$ cat config.mk
export PLATFORM = sky130hd
export DESIGN_NAME = fir_ctrl
export DESIGN_NICKNAME = d
export VERILOG_FILES = /design/src/rtl/fir_ctrl.sv
export SDC_FILE = /design/constraint.sdc
export NUM_CORES = 1
export LEC_CHECK = 0
export ABC_AREA = 1
export CELL_PAD_IN_SITES_DETAIL_PLACEMENT = 1
export CELL_PAD_IN_SITES_GLOBAL_PLACEMENT = 2
export CORE_ASPECT_RATIO = 0.8
export CORE_MARGIN = 5
export CORE_UTILIZATION = 33
export DETAILED_ROUTE_END_ITERATION = 12
export PLACE_DENSITY = 0.78
export SETUP_SLACK_MARGIN = 0.1
export SYNTH_ARGS = -nofsm -noshare
export SYNTH_HDL_FRONTEND = slang
export SYNTH_SLANG_ARGS = --single-unit
export TNS_END_PERCENT = 30
$ cat constraint.sdc
create_clock -name aclk -period 2.8 [get_ports aclk]
set_input_delay 0.84 -clock aclk [delete_from_list [all_inputs] [get_ports aclk]]
set_output_delay 0.84 -clock aclk [all_outputs]
set_load 0.03 [all_outputs]
$ cat src/rtl/fir_ctrl.sv
// fir_ctrl: ap_start/ap_done/ap_idle protocol, AXI-Stream handshakes and tap/data RAM sequencing.
// Optional feature macro FIR_CTRL_TLAST_ERR_EN adds the sticky out_tlast_err flag.
module fir_ctrl #(
  parameter int pDATA_WIDTH    = 32,
  parameter int TAP_NUM_WIDTH  = 10,
  parameter int DATA_NUM_WIDTH = 10
) (
  input  logic                      aclk,
  input  logic                      aresetn,
  input  logic [TAP_NUM_WIDTH-1:0]  in_cfg_tap_num,
  input  logic [pDATA_WIDTH-1:0]    in_cfg_data_num,
  input  logic                      in_ap_start,
  input  logic                      in_done_clr,
  output logic                      out_ap_idle,
  output logic                      out_ap_done,
  output logic                      out_cfg_lock,
  input  logic                      in_ss_tvalid,
  input  logic                      in_ss_tlast,
  output logic                      out_ss_tready,
  output logic                      out_sm_tvalid,
  output logic                      out_sm_tlast,
  input  logic                      in_sm_tready,
  output logic                      out_tap_EN,
  output logic [TAP_NUM_WIDTH-1:0]  out_tap_A,
  output logic                      out_data_EN,
  output logic                      out_data_WE,
  output logic [DATA_NUM_WIDTH-1:0] out_data_A,
  output logic                      out_data_zero,
  output logic                      out_mac_clr,
  output logic                      out_mac_en
`ifdef FIR_CTRL_TLAST_ERR_EN
  , output logic                    out_tlast_err
`endif
);

  localparam logic [2:0] S_IDLE    = 3'd0;
  localparam logic [2:0] S_CLEAR   = 3'd1;
  localparam logic [2:0] S_WAIT_IN = 3'd2;
  localparam logic [2:0] S_WRITE   = 3'd3;
  localparam logic [2:0] S_MAC     = 3'd4;
  localparam logic [2:0] S_DRAIN   = 3'd5;
  localparam logic [2:0] S_OUT     = 3'd6;

  localparam logic [TAP_NUM_WIDTH-1:0] T_ZERO = TAP_NUM_WIDTH'(0);
  localparam logic [TAP_NUM_WIDTH-1:0] T_ONE  = TAP_NUM_WIDTH'(1);
  localparam logic [pDATA_WIDTH-1:0]   D_ZERO = pDATA_WIDTH'(0);
  localparam logic [pDATA_WIDTH-1:0]   D_ONE  = pDATA_WIDTH'(1);

  logic [2:0]                state_q, state_d;
  logic [TAP_NUM_WIDTH-1:0]  tap_num_q, tap_num_d, cnt_q, cnt_d, dptr_q, dptr_d, wr_ptr_q, wr_ptr_d;
  logic [pDATA_WIDTH-1:0]    data_num_q, data_num_d, smp_q, smp_d;
  logic                      tlast_seen_q, tlast_seen_d, idle_q, idle_d, done_q, done_d, lock_q, lock_d;
  logic                      sm_tvalid_q, sm_tvalid_d, sm_tlast_q, sm_tlast_d;
  logic                      tap_en_q, tap_en_d, data_en_q, data_en_d, data_we_q, data_we_d;
  logic                      data_zero_q, data_zero_d, mac_en_q, mac_clr_q, err_q, err_d;
  logic [TAP_NUM_WIDTH-1:0]  tap_a_q, tap_a_d;
  logic [DATA_NUM_WIDTH-1:0] data_a_q, data_a_d;
  logic                      cnt_end_s, last_s, cur_is_final_s;
  logic [TAP_NUM_WIDTH-1:0]  dptr_nx_s;

  assign cnt_end_s      = (cnt_q == tap_num_q - T_ONE);
  assign cur_is_final_s = (smp_q + D_ONE == data_num_q);
  assign last_s         = tlast_seen_q || cur_is_final_s;
  // Circular read pointer walks backwards through the shift buffer without a modulo.
  assign dptr_nx_s      = (dptr_q == T_ZERO) ? tap_num_q - T_ONE : dptr_q - T_ONE;

  // Next-state, counters and next values of every registered output.
  always_comb begin
    state_d      = state_q;
    tap_num_d    = tap_num_q;
    data_num_d   = data_num_q;
    cnt_d        = cnt_q;
    dptr_d       = dptr_q;
    wr_ptr_d     = wr_ptr_q;
    smp_d        = smp_q;
    tlast_seen_d = tlast_seen_q;
    done_d       = in_done_clr ? 1'b0 : done_q;
    err_d        = err_q;
    sm_tvalid_d  = sm_tvalid_q;
    sm_tlast_d   = sm_tlast_q;
    tap_en_d     = 1'b0;
    tap_a_d      = tap_a_q;
    data_en_d    = 1'b0;
    data_we_d    = 1'b0;
    data_zero_d  = 1'b0;
    data_a_d     = data_a_q;
    case (state_q)
      S_IDLE: begin
        if (in_ap_start && idle_q) begin
          state_d      = S_CLEAR;
          tap_num_d    = in_cfg_tap_num;
          data_num_d   = in_cfg_data_num;
          cnt_d        = T_ZERO;
          wr_ptr_d     = T_ZERO;
          smp_d        = D_ZERO;
          tlast_seen_d = 1'b0;
          done_d       = 1'b0;
          err_d        = 1'b0;
          if ((in_cfg_tap_num != T_ZERO) && (in_cfg_data_num != D_ZERO)) begin
            data_en_d   = 1'b1;
            data_we_d   = 1'b1;
            data_zero_d = 1'b1;
            data_a_d    = DATA_NUM_WIDTH'(0);
          end else begin
            data_en_d   = 1'b0;
          end
        end else begin
          state_d = S_IDLE;
        end
      end
      S_CLEAR: begin
        if ((tap_num_q == T_ZERO) || (data_num_q == D_ZERO)) begin
          state_d = S_IDLE;
          done_d  = 1'b1;
        end else if (cnt_end_s) begin
          state_d = S_WAIT_IN;
          cnt_d   = T_ZERO;
        end else begin
          cnt_d       = cnt_q + T_ONE;
          data_en_d   = 1'b1;
          data_we_d   = 1'b1;
          data_zero_d = 1'b1;
          data_a_d    = DATA_NUM_WIDTH'(cnt_q + T_ONE);
        end
      end
      S_WAIT_IN: begin
        if (in_ss_tvalid) begin
          state_d      = S_WRITE;
          tlast_seen_d = in_ss_tlast;
          data_en_d    = 1'b1;
          data_we_d    = 1'b1;
          data_a_d     = DATA_NUM_WIDTH'(wr_ptr_q);
          if (in_ss_tlast != cur_is_final_s) begin
            err_d = 1'b1;
          end else begin
            err_d = err_q;
          end
        end else begin
          state_d = S_WAIT_IN;
        end
      end
      S_WRITE: begin
        state_d   = S_MAC;
        cnt_d     = T_ZERO;
        dptr_d    = wr_ptr_q;
        tap_en_d  = 1'b1;
        tap_a_d   = T_ZERO;
        data_en_d = 1'b1;
        data_a_d  = DATA_NUM_WIDTH'(wr_ptr_q);
      end
      S_MAC: begin
        if (cnt_end_s) begin
          state_d = S_DRAIN;
        end else begin
          cnt_d     = cnt_q + T_ONE;
          dptr_d    = dptr_nx_s;
          tap_en_d  = 1'b1;
          tap_a_d   = cnt_q + T_ONE;
          data_en_d = 1'b1;
          data_a_d  = DATA_NUM_WIDTH'(dptr_nx_s);
        end
      end
      S_DRAIN: begin
        state_d     = S_OUT;
        sm_tvalid_d = 1'b1;
        sm_tlast_d  = last_s;
      end
      S_OUT: begin
        if (in_sm_tready) begin
          sm_tvalid_d = 1'b0;
          sm_tlast_d  = 1'b0;
          wr_ptr_d    = (wr_ptr_q == tap_num_q - T_ONE) ? T_ZERO : wr_ptr_q + T_ONE;
          smp_d       = smp_q + D_ONE;
          if (last_s) begin
            state_d = S_IDLE;
            done_d  = 1'b1;
          end else begin
            state_d = S_WAIT_IN;
          end
        end else begin
          state_d = S_OUT;
        end
      end
      default: state_d = S_IDLE;
    endcase
    idle_d = (state_d == S_IDLE);
    lock_d = (state_d != S_IDLE);
  end

  // State and output registers; the MAC strobes trail the tap read by one cycle.
  always_ff @(posedge aclk or negedge aresetn) begin
    if (!aresetn) begin
      state_q      <= S_IDLE;
      tap_num_q    <= T_ZERO;
      data_num_q   <= D_ZERO;
      cnt_q        <= T_ZERO;
      dptr_q       <= T_ZERO;
      wr_ptr_q     <= T_ZERO;
      smp_q        <= D_ZERO;
      tlast_seen_q <= 1'b0;
      idle_q       <= 1'b1;
      done_q       <= 1'b0;
      lock_q       <= 1'b0;
      err_q        <= 1'b0;
      sm_tvalid_q  <= 1'b0;
      sm_tlast_q   <= 1'b0;
      tap_en_q     <= 1'b0;
      tap_a_q      <= T_ZERO;
      data_en_q    <= 1'b0;
      data_we_q    <= 1'b0;
      data_zero_q  <= 1'b0;
      data_a_q     <= DATA_NUM_WIDTH'(0);
      mac_en_q     <= 1'b0;
      mac_clr_q    <= 1'b0;
    end else begin
      state_q      <= state_d;
      tap_num_q    <= tap_num_d;
      data_num_q   <= data_num_d;
      cnt_q        <= cnt_d;
      dptr_q       <= dptr_d;
      wr_ptr_q     <= wr_ptr_d;
      smp_q        <= smp_d;
      tlast_seen_q <= tlast_seen_d;
      idle_q       <= idle_d;
      done_q       <= done_d;
      lock_q       <= lock_d;
      err_q        <= err_d;
      sm_tvalid_q  <= sm_tvalid_d;
      sm_tlast_q   <= sm_tlast_d;
      tap_en_q     <= tap_en_d;
      tap_a_q      <= tap_a_d;
      data_en_q    <= data_en_d;
      data_we_q    <= data_we_d;
      data_zero_q  <= data_zero_d;
      data_a_q     <= data_a_d;
      mac_en_q     <= tap_en_q;
      mac_clr_q    <= tap_en_q && (tap_a_q == T_ZERO);
    end
  end

  assign out_ss_tready = (state_q == S_WAIT_IN);
  assign out_ap_idle   = idle_q;
  assign out_ap_done   = done_q;
  assign out_cfg_lock  = lock_q;
  assign out_sm_tvalid = sm_tvalid_q;
  assign out_sm_tlast  = sm_tlast_q;
  assign out_tap_EN    = tap_en_q;
  assign out_tap_A     = tap_a_q;
  assign out_data_EN   = data_en_q;
  assign out_data_WE   = data_we_q;
  assign out_data_A    = data_a_q;
  assign out_data_zero = data_zero_q;
  assign out_mac_en    = mac_en_q;
  assign out_mac_clr   = mac_clr_q;
`ifdef FIR_CTRL_TLAST_ERR_EN
  assign out_tlast_err = err_q;
`else
  logic unused_err_s;
  assign unused_err_s = err_q;
`endif

endmodule

==> flow_summary.ini <==
[status]
status = finished, final reports clean

[synthesis]
mappedNetlistNets = 1259
netlist_top_cells_area = dfrtp_1 (41%), nand2_1 (17%), inv_1 (6.6%), nand3_1 (6.2%), o21ai_0 (5.0%)
yosysWarnings = 0
ys_ff_latch = 139
seq_area_frac_synth_pct = 41.17
synthDistinctLibCells = 44
synthFlopType = dfrtp_1
synth-edff-count = 0
ys_async_sr_fraction_pct = 100.0
yosysTopAreaCell = dfrtp_1
synthCells = 1205
syn-mean-instance-area_um2 = 7.014
synth_top_area_share_pct = 40.86
syn_area_um2 = 8452

[sta]
fin_skew_ns = 0.01218
tightest_slew_ns = 1.018
hold_viol_final = 0
min_period_ns = 2.587
clock.fmax_mhz = 386.5
rsz0062_at_grt = true
slew-limit-headroom_pct = 31.87
setup_violations = 0
period_share_pct = 92.41
slew_violations = 0

[clock_network]
cts_root_buffer = clkbuf_16
clk_latency_ns = 0.44
clock_sinks = 139
htree_levels = 4
cts_tree = done
cts_inserted_buffers = 17
cts.clk_slew.worst_paths_ns = 0.06
ctsHoldBuffers = 0
clockBufferDepth = 2

[cells_and_area]
final_area_um2 = 10870
regArea_um2 = 3482
area_growth_pct = 28.59
antenna_cells = 0
finalNetCount = 1397
multi_input_area_um2 = 4380
drive_above_1_share_pct = 11.80
fillers = 3175

[global_route]
grt_pass1_vias = 8724
grt_pass1_wl_mm = 48.84
use_met3_pct = 4.560
grt_use_total_pct = 21.42
grt-ovfl-total = 0
grt_busiest_layer = met1
use_met1_pct = 32.56
grt_util_met2_pct = 31.36
antenna_found_initial = 0
grt_max_degree = 77

[floorplanning]
dieArea_um2 = 28930
start_util_pct = 33.48
core_um2 = 25240
row_count = 52
io_pins = 81
die_w_um = 188.9
die_height_um = 153.1

[job]
maxCapViolCount = 0

[routing]
drt_iter0_drc = 568
viasPerCell = 5.104
drcViolationCount = 0
ant_nets = 0
dr.pass1.iters = 4
wirelength_mm = 30.79
wire_per_inst_um = 18.33
vias = 8574

[placed_design]
io_buffers = 80
gp_congestion = 0.8465
dpl_cell_area_um2 = 10060
dpl.hpwl_mm = 23.51

[pwr]
p_total_uw = 5913
power.density_nw_per_um2 = 544.1
leakage_uw = 0.005158
irDropWorstVdd_uv = 435.7

[critical_path]
critPathBufInv = 4
worst_setup_path_start_kind = input port
crit_arrival_ns = 2.96
slowest_delay_ns = 0.45
cpLargestDelayFamily = buffers and inverters
worstSetupPathType = input port to flip-flop
path_cells = clkdlybuf4s50_1 -> nor4_2 -> buf_4 -> nand4_1 -> buf_4 -> o32ai_1 -> a21oi_2 -> o21ai_4 -> inv_2 -> nand2_4 -> nand2_1 -> nand2_1
worstPathMaxFanout = 10
crit_slowest_cell = clkdlybuf4s50_1
cp-end-kind = flip-flop
cp.required_ns = 3.18

[min_path]
min_path_type = input port to asynchronous set/reset pin
==> placed cells by master, fill, tap and decap left out, types with 18 or more instances in the layout <==
master / instances
xor2_1: 26
dfrtp_1: 136
a21oi_1: 18
o22ai_1: 20
o21ai_0: 82
nand3_1: 103
buf_4: 62
nor2_1: 99
nand4_1: 21
clkdlybuf4s50_1: 78
nand2_1: 373
inv_1: 148
o21ai_1: 27
==> cell type report <==
class | instances | area share, %
repair buffers | 148 | 12.76
flip-flops and latches | 139 | 32.04
well taps | 324 | 3.730
clock inverters | 11 | 1.543
inverters | 155 | 5.388
multi-input cells | 882 | 40.31
clock buffers | 21 | 4.237
==> where the power goes <==
part,total (µW),switching [µW],internal [µW]
Clock,2500,961,1540
Sequential,2300,133,2170
Combinational,1110,665,446
Total,5910,1760,4150
==> cell usage after synthesis (8+ instances only) <==
library cell,count
o21ai_1,26
clkbuf_1,19
inv_1,149
o21ai_0,84
dfrtp_1,138
o22ai_1,20
xor2_1,26
nor3_1,11
nor2_1,108
nand3b_1,12
nand2_1,380
a21oi_1,19
nor4_1,17
nand3_1,105
o211ai_1,8
nand4_1,21
==> repair_timing <==
item,in CTS,in global routing
resized for setup,3,33
setup endpoints to repair,44,49
pin swaps,0,8
buffers inserted,0,6
==> worst paths after layout <==
| check | from | end | slack (ns) | cells past startpoint |
|---|---|---|---|---|
| setup reg to reg | smp_q[0] | out_ap_idle | 0.27 | 17 |
| hold / removal | aresetn | data_num_q[6] | 0.35 | 1 |
| setup / recovery | in_cfg_data_num[17] | out_data_A[0] | 0.21 | 12 |
| hold reg to reg | out_tap_EN | out_mac_en | 0.45 | 0 |
| min in group aclk | out_tap_EN | out_mac_en | 0.45 | 0 |
| max in group asynchronous | aresetn | data_num_q[28] | 1.75 | 2 |
==> registers in the layout, summed over array words and instances, names as in the netlist <==
| name | cells |
|---|---|
| tap_num_q | 10 |
| out_sm_tvalid | 1 |
| out_mac_clr | 1 |
| out_data_zero | 1 |
| dptr_q | 10 |
| out_ap_done | 1 |
| out_tap_A | 10 |
| smp_q | 32 |
| out_sm_tlast | 1 |
| out_mac_en | 1 |
| wr_ptr_q | 10 |
| out_ap_idle | 1 |
| tlast_seen_q | 1 |
| out_data_WE | 1 |
| state_q | 3 |
| out_data_EN | 1 |
| out_tap_EN | 1 |
| out_cfg_lock | 1 |
| out_data_A | 10 |
| data_num_q | 32 |
| cnt_q | 10 |
==> cells by family after synthesis <==
kind of cell	count (synthesis)	share of synthesized area, %
simple gates	679	35.00
buf+inv	184	8.468
compound gates	167	10.85
flops	139	41.17
xor+xnor	31	3.775
fa+ha+maj	5	0.7402
==> metal layers <==
layer	routed length, µm	vias to the layer above
met3	1452	24
met4	269	0
met2	13030	178
met1	16040	4199
met5	0	-
li1	-	4173
==> through the flow <==
stage,hold slack (ns),instances,setup TNS [ns],setup WS (ns),utilization [%]
5_1_grt,0.3972,1680,0,0.07333,43.05
2_1_floorplan,0.4775,1205,0,0.5762,-
3_5_place_dp,0.4368,1642,-3.321,-0.3263,39.85
6_report,0.3545,1680,0,0.2126,43.05
3_3_place_gp,0.4291,1642,-1.971,-0.1886,39.85
4_1_cts,0.3758,1674,0,0.06068,42.38
==> worst register-to-register path: cells and delay by family (launching register included) <==
kind	cells	cell delay (ns)
AND/OR/NAND/NOR	16	1.89
adder cells (fa/ha/maj)	1	0.22
flip-flops	1	0.38
Note: power is estimated with default switching activity, not from simulation.
